File: config.mk
export PLATFORM = sky130hd
export DESIGN_NAME = wb_port_arbiter
export DESIGN_NICKNAME = d
export VERILOG_FILES = /design/src/rtl/wb_port_arbiter.sv
export SDC_FILE = /design/constraint.sdc
export NUM_CORES = 1
export LEC_CHECK = 0
export CAP_MARGIN = 10
export CELL_PAD_IN_SITES_DETAIL_PLACEMENT = 0
export CELL_PAD_IN_SITES_GLOBAL_PLACEMENT = 1
export CORE_ASPECT_RATIO = 1.25
export CORE_MARGIN = 10
export CORE_UTILIZATION = 40
export CTS_CLUSTER_DIAMETER = 150
export DETAILED_ROUTE_END_ITERATION = 12
export PLACE_DENSITY = 0.9
export SLEW_MARGIN = 20
export SYNTH_ARGS = -nofsm -noshare
export SYNTH_HDL_FRONTEND = slang
export SYNTH_SLANG_ARGS = --single-unit
File: constraint.sdc
create_clock -name i_clk -period 4.4 [get_ports i_clk]
set_input_delay 0.88 -clock i_clk [delete_from_list [all_inputs] [get_ports i_clk]]
set_output_delay 0.88 -clock i_clk [all_outputs]
set_load 0.02 [all_outputs]
File: src/rtl/wb_port_arbiter.sv
// Shares the register-file write port between pipeline write-back and a buffered MDU result FIFO.
// Writes land one cycle after grant; MDU is backpressured via o_mdu_ready, pipeline via o_wb_stall in DRAIN.
module wb_port_arbiter #(
  parameter int XLEN      = 32,
  parameter int BUF_DEPTH = 2,
  parameter int MAX_WAIT  = 4
) (
  input  logic                           i_clk,
  input  logic                           i_rst_n,
  input  logic                           i_wb_valid,
  input  logic                           i_wb_reg_write,
  input  logic [4:0]                     i_wb_rd,
  input  logic [XLEN-1:0]                i_wb_data,
  output logic                           o_wb_stall,
  input  logic                           i_mdu_valid,
  input  logic [4:0]                     i_mdu_rd,
  input  logic [XLEN-1:0]                i_mdu_data,
  output logic                           o_mdu_ready,
  output logic                           o_rf_we,
  output logic [4:0]                     o_rf_rd,
  output logic [XLEN-1:0]                o_rf_wdata,
  output logic [$clog2(BUF_DEPTH+1)-1:0] o_buf_count
);
  localparam int CW = $clog2(BUF_DEPTH+1);
  localparam int WW = $clog2(MAX_WAIT+1);

  localparam logic [1:0] IDLE  = 2'd0;
  localparam logic [1:0] PEND  = 2'd1;
  localparam logic [1:0] DRAIN = 2'd2;

  logic [1:0]      state, state_nx;
  logic [CW-1:0]   count, count_nx;
  logic [WW-1:0]   wait_cnt, wait_nx;
  logic [4:0]      buf_rd      [BUF_DEPTH];
  logic [XLEN-1:0] buf_data    [BUF_DEPTH];
  logic [4:0]      buf_rd_nx   [BUF_DEPTH];
  logic [XLEN-1:0] buf_data_nx [BUF_DEPTH];

  logic pipe_req, grant_pipe, grant_buf, enq, head_sq;

  assign pipe_req    = i_wb_valid & i_wb_reg_write & (i_wb_rd != 5'd0);
  assign o_mdu_ready = (count < CW'(BUF_DEPTH)) & (state != DRAIN);
  assign enq         = i_mdu_valid & o_mdu_ready & (i_mdu_rd != 5'd0);
  assign grant_pipe  = pipe_req & (state != DRAIN);
  assign grant_buf   = ~grant_pipe & (count != '0);
  assign head_sq     = grant_pipe & (count != '0) & (buf_rd[0] == i_wb_rd);
  assign o_wb_stall  = (state == DRAIN) & pipe_req;
  assign o_buf_count = count;

  // Rebuild the FIFO: drop the popped head and any entry shadowed by the
  // granted pipeline write (it is younger), then append the new MDU result.
  always_comb begin
    int  n;
    logic keep;
    buf_rd_nx   = buf_rd;
    buf_data_nx = buf_data;
    n           = 0;
    keep        = 1'b0;
    for (int i = 0; i < BUF_DEPTH; i++) begin
      keep = (i < int'(count)) && !(grant_buf && i == 0) &&
             !(grant_pipe && buf_rd[i] == i_wb_rd);
      for (int j = 0; j < BUF_DEPTH; j++) begin
        if (keep && j == n) begin
          buf_rd_nx[j]   = buf_rd[i];
          buf_data_nx[j] = buf_data[i];
        end
      end
      if (keep) n++;
    end
    keep = enq && !(grant_pipe && i_mdu_rd == i_wb_rd);
    for (int j = 0; j < BUF_DEPTH; j++) begin
      if (keep && j == n) begin
        buf_rd_nx[j]   = i_mdu_rd;
        buf_data_nx[j] = i_mdu_data;
      end
    end
    if (keep) n++;
    count_nx = CW'(n);
  end

  // A head replaced by pop or squash starts its wait from zero.
  always_comb begin
    if (count_nx == '0 || grant_buf || head_sq)
      wait_nx = '0;
    else if (count != '0 && wait_cnt != WW'(MAX_WAIT))
      wait_nx = wait_cnt + WW'(1);
    else
      wait_nx = wait_cnt;
  end

  always_comb begin
    state_nx = state;
    case (state)
      IDLE:    if (count_nx != '0) state_nx = PEND;
      PEND: begin
        if (count_nx == '0)
          state_nx = IDLE;
        else if (count_nx == CW'(BUF_DEPTH) || wait_nx == WW'(MAX_WAIT))
          state_nx = DRAIN;
      end
      DRAIN:   if (count_nx == '0) state_nx = IDLE;
      default: state_nx = IDLE;
    endcase
  end

  always_ff @(posedge i_clk or negedge i_rst_n) begin
    if (!i_rst_n) begin
      state      <= IDLE;
      count      <= '0;
      wait_cnt   <= '0;
      o_rf_we    <= 1'b0;
      o_rf_rd    <= 5'd0;
      o_rf_wdata <= '0;
    end else begin
      state    <= state_nx;
      count    <= count_nx;
      wait_cnt <= wait_nx;
      if (grant_pipe) begin
        o_rf_we    <= 1'b1;
        o_rf_rd    <= i_wb_rd;
        o_rf_wdata <= i_wb_data;
      end else if (grant_buf) begin
        o_rf_we    <= 1'b1;
        o_rf_rd    <= buf_rd[0];
        o_rf_wdata <= buf_data[0];
      end else begin
        o_rf_we    <= 1'b0;
      end
    end
  end

  // Payload storage needs no reset; count alone marks valid entries.
  always_ff @(posedge i_clk) begin
    buf_rd   <= buf_rd_nx;
    buf_data <= buf_data_nx;
  end
endmodule

Yosys cells after proc, flatten, opt, wreduce, memory -nomap -nowiden
Index checks and enable logic that the tools add are counted.
Widths: inputs -> output; s select.
- register bits: 119
- bits in latches: 0
- memory bits (writable): 0
- ROM bits: 0
- input port bits: 79
- memories kept: 0
- add/sub/neg operators: 3
- $mul: 0
- div/mod/pow operators: 0
- magnitude comparators: 3
- eq/ne operators: 13
- shift operators: 0
- muxes and demuxes: 20
- bitwise logic cells: 11
- reductions and logical operators: 29
- operator list (kind ; number):
    $mux 32 ; 4
    $logic_not 32->1 ; 2
    $eq 2x32->1 const A ; 1
    $mux 5 ; 4
    $eq 5x5->1 ; 3
    $mux 2 ; 6
    $logic_and 1x1->1 ; 11
    $and 1x1->1 ; 10
    $reduce_bool 5->1 ; 2
    $reduce_bool 2->1 ; 4
    $mux 3 ; 2
    $ne 3x3->1 const B ; 2
    $pmux 2 s3 ; 1
    $eq 2x2->1 const B ; 2
    $logic_not 1->1 ; 4
    $logic_not 2->1 ; 2
    $lt 1x2->1 const A ; 2
    $ne 2x2->1 const B ; 2
    $add 3x1->3 const B ; 1
    $eq 3x3->1 const B ; 1
    $logic_or 1x1->1 ; 3
    $mux 1 ; 3
    $reduce_and 3->1 ; 1
    $add 1x1->2 const B ; 1
    other kinds (5) ; 5

Longest topological paths before layout
- depth after elaboration: 22
- gate-level depth with buffers: 13

Worst setup path after synthesis
No wires, ideal clock.
- path type: input -> register
- start point: in i_wb_rd[1]
- end point: reg buf_data[32] (netlist bit), enable pin
- arrival time: 3.409 ns
- data required time: 4.000 ns
- setup slack: 0.591 ns
- stages: 11
- cell sequence: clkbuf_2 > nor2_1 > a211o_1 > buf_2 > clkbuf_1 > o31ai_1 > ha_1 > nand2_4 > buf_6 > buf_6 > nand2b_1
- word-level cells in the longest chain between the ends: 14
- RTL lines (item ; RTL line ; source):
    from (decl) ; 12 ; input logic [4:0] i_wb_rd,
    $reduce_bool 5->1 ; 41 ; assign pipe_req = i_wb_valid & i_wb_reg_write & (i_wb_rd != 5'd0);
    $and 1x1->1 ; 41 ;
    $and 1x1->1 ; 44 ; assign grant_pipe = pipe_req & (state != DRAIN);
    $not 1->1 ; 45 ; assign grant_buf = ~grant_pipe & (count != '0);
    $and 1x1->1 ; 45 ;
    $logic_not 1->1 ; 60 ; keep = (i < int'(count)) && !(grant_buf && i == 0) &&
    $logic_and 1x1->1 (2 in series) ; 60 ;
    $mux 1 ; 68 ; if (keep) n++;
    $add 1x1->2 ; 68 ;
    $mux 2 ; 68 ;
    $logic_not 32->1 ; 72 ; if (keep && j == n) begin
    $logic_and 1x1->1 ; 72 ;
    $reduce_bool 2->1 (no source line) * ; n/a ;
    to (signal assigned) ; 135 ; buf_data <= buf_data_nx;
    to (decl) ; 35 ; logic [XLEN-1:0] buf_data [BUF_DEPTH];
Every way passes the cells marked *; elsewhere a longest branch is shown, timed or not.
A chain may end at the register's enable or synchronous reset.

==> flow_metrics.tcl <==
set metrics [dict create \
    p_leak_uw 0.00275 \
    critical_path_peak_fanout 39 \
    worstRegToRegCells 6 \
    clock-root-buffer "clkbuf_16" \
    ios 121 \
    htree_levels 4 \
    cts_buffers 17 \
    synth_nets 455 \
    postSynthCellCount 371 \
    maxCapViolCount 0 \
    reg2reg_from "state[1]" \
    clockBufferDepth 2 \
    avgSynthCellArea_sq_um 13.9 \
    grt_pass1_wl_microns 19500 \
    critical_path_required_ps 4540 \
    timing.final.crit_period_ps 3450 \
    ys_warn_count 0 \
    worst_pin_slew_ps 714 \
    end_kind "flop" \
    synthesis.area_sq_um 5160 \
    portBuffers 120 \
    r2r_slack_ps 1610 \
    insertion_delay_ps 400 \
    wire_per_inst_microns 17.9 \
    grt_max_degree 46 \
    firstDrtPassIters 4 \
    dr.first_iter.drc_count 122 \
    ctsHoldBuffers 0 \
    die-area_sq_um 17900 \
    initial_utilization 0.407 \
    gp_congestion 0.862 \
    postRouteAntennaNets 0 \
    grt_usage 0.139 \
    grt_pass1_vias 3720 \
    synth.distinct_cells 39 \
    relSlewSlack 0.524 \
    r2r_end "buf_data[38]" \
    fmax_mhz 290 \
    skew_ps 10.1 \
    grt_overflow_total 0 \
    antenna_found_initial 0 \
    wl_microns 12100 \
    cts_tree "yes" \
    hold_ws_ps 517 \
    hp-class "in -> async" \
    dr_total_vias 3289 \
    setup_viol 0 \
    num_rows 46 \
    coreArea_sq_um 12700 \
    synth_seq_area_share 0.649 \
    ir_worst_vdd_v 0.000346 \
    dp_hpwl_microns 8530 \
    drive_gt1_frac 0.146 \
    status "complete, no violations" \
    path_clk_slew_ps 50 \
    drc 0 \
    viasPerCell 4.88 \
    grt_setup_unrepaired "no" \
    power_density_nw_per_um2 711 \
    fin_nets 577 \
    setup-tns-final_ps 0 \
    cp.arrival_ps 3590 \
    antenna_cells 0 \
    cts_sinks 119 \
    path_class "in -> reg" \
    slew_viol_final 0 \
    fin_crit_sh 0.785 \
    dieHeight_microns 147 \
    die_w_microns 122 \
    cts_resized 0 \
    syn2layout_area_growth_pct 37.4 \
    cts_setup_buffers 0 \
    crit_path_start_kind "input pin" \
    finalHoldViolations 0 \
    synth-seq-cells 119 \
]
==> cells in the final DEF, fill, tap and decap left out, types with 2 or more instances in the layout <==
master and n:
clkdlybuf4s50_1 119, edfxtp_1 74, dfrtp_1 45, nor2_1 44, mux2i_1 40, a21oi_1 39, mux2_2 32, clkbuf_16 17
xnor2_1 12, inv_1 9, xor2_1 7, nand2_1 6, buf_4 6, ha_1 5, clkinv_2 5, mux2_1 4
nor2b_1 3, nand3_1 3, clkinv_1 3, bufinv_16 3, nor3_1 2, a31oi_1 2, and2_1 2, clkbuf_1 2
==> routing by layer <==
metal	part of all wire	vias to the layer above	GRT usage
li1	-	1580	-
met5	0	-	0
met1	0.39	1631	0.149
met3	0.042	8	0.0418
met4	0.012	0	0.0502
met2	0.55	70	0.251
==> registers in the layout (all words and copies together), names as in the netlist <==
signal	cells
buf_data	64
wait_cnt	3
state	2
o_rf_wdata	32
o_buf_count	2
o_rf_rd	5
buf_rd	10
o_rf_we	1
==> power by group <==
part	switching [uW]	leakage [uW]	internal (uW)
logic	955	0.00125	876
registers	181	0.00121	1670
clock network	460	0.000286	893
==> area by class of cell <==
cell class | count | area [sq um]
multi-input combinational | 220 | 1660
sequential | 119 | 3350
clock buffer | 20 | 447
fill | 1104 | 5580
inverter | 9 | 33.8
tap | 168 | 210
clock inverter | 12 | 134
timing repair buffer | 126 | 1260
==> through the flow <==
stage,util,std cells,total power (uW),setup WS (ps),instance area [sq um]
3_3_place_gp,0.514,642,3660,647,6500
2_1_floorplan,-,371,2990,591,5160
3_5_place_dp,0.514,642,3730,553,6500
4_1_cts,0.559,674,5100,965,7080
5_1_grt,0.560,674,5330,836,7090
6_report,0.560,674,5040,947,7090
==> worst max-delay path by stage <==
stage	slack, ps	startpoint	cells past startpoint	endpoint
floorplan	590	i_wb_rd[1]	11	buf_data[32]
global placement	650	i_wb_rd[2]	9	buf_data[41]
detailed placement	550	i_wb_rd[2]	9	buf_data[44]
CTS	960	i_wb_rd[2]	9	buf_data[44]
global route	840	i_wb_rd[2]	9	buf_data[52]
finish	950	i_wb_rd[4]	9	buf_data[38]
==> kinds of logic (layout without fill, tap and decap cells) <==
logic type,Yosys count,count (layout),share of synthesized area
simple gates,71,71,0.0621
buf+inv,32,167,0.0323
fa+ha+maj,5,5,0.0121
xor+xnor,19,19,0.0323
flops,119,119,0.649
compound gates,48,48,0.0517
mux,77,77,0.161
==> worst max-delay path, cell delays in order <==
cell and delay (ps):
clkdlybuf4s50_1 640, nor3_2 80, a211o_2 380, a31oi_1 190, nor2b_1 210, inv_1 90
ha_1 260, nand2_4 440, mux2_2 410
==> synth_stat cells (all sizes together) <==
cell / number / area (sq um)
xor2: 7 / 61.3
edfxtp: 74 / 2220
a211oi: 1 / 7.51
nand2: 7 / 33.8
clkbuf: 6 / 23.8
a31oi: 2 / 12.5
and2: 3 / 18.8
or2: 1 / 6.26
o41a: 1 / 11.3
nor4: 1 / 6.26
ha: 5 / 62.6
nand3: 3 / 15.0
nand2b: 2 / 12.5
nor3: 3 / 20.0
a2111oi: 1 / 8.76
nor2: 45 / 169
nor3b: 1 / 7.51
o21ai: 1 / 5.00
dfrtp: 45 / 1130
xnor2: 12 / 105
o31ai: 1 / 7.51
mux2: 36 / 405
a21oi: 39 / 195
buf: 17 / 109
a32o: 1 / 10.0
nand4: 1 / 6.26
and3: 1 / 6.26
nor2b: 3 / 18.8
a211o: 1 / 8.76
mux2i: 41 / 423
inv: 9 / 33.8
(Power assumes the default switching activity.)
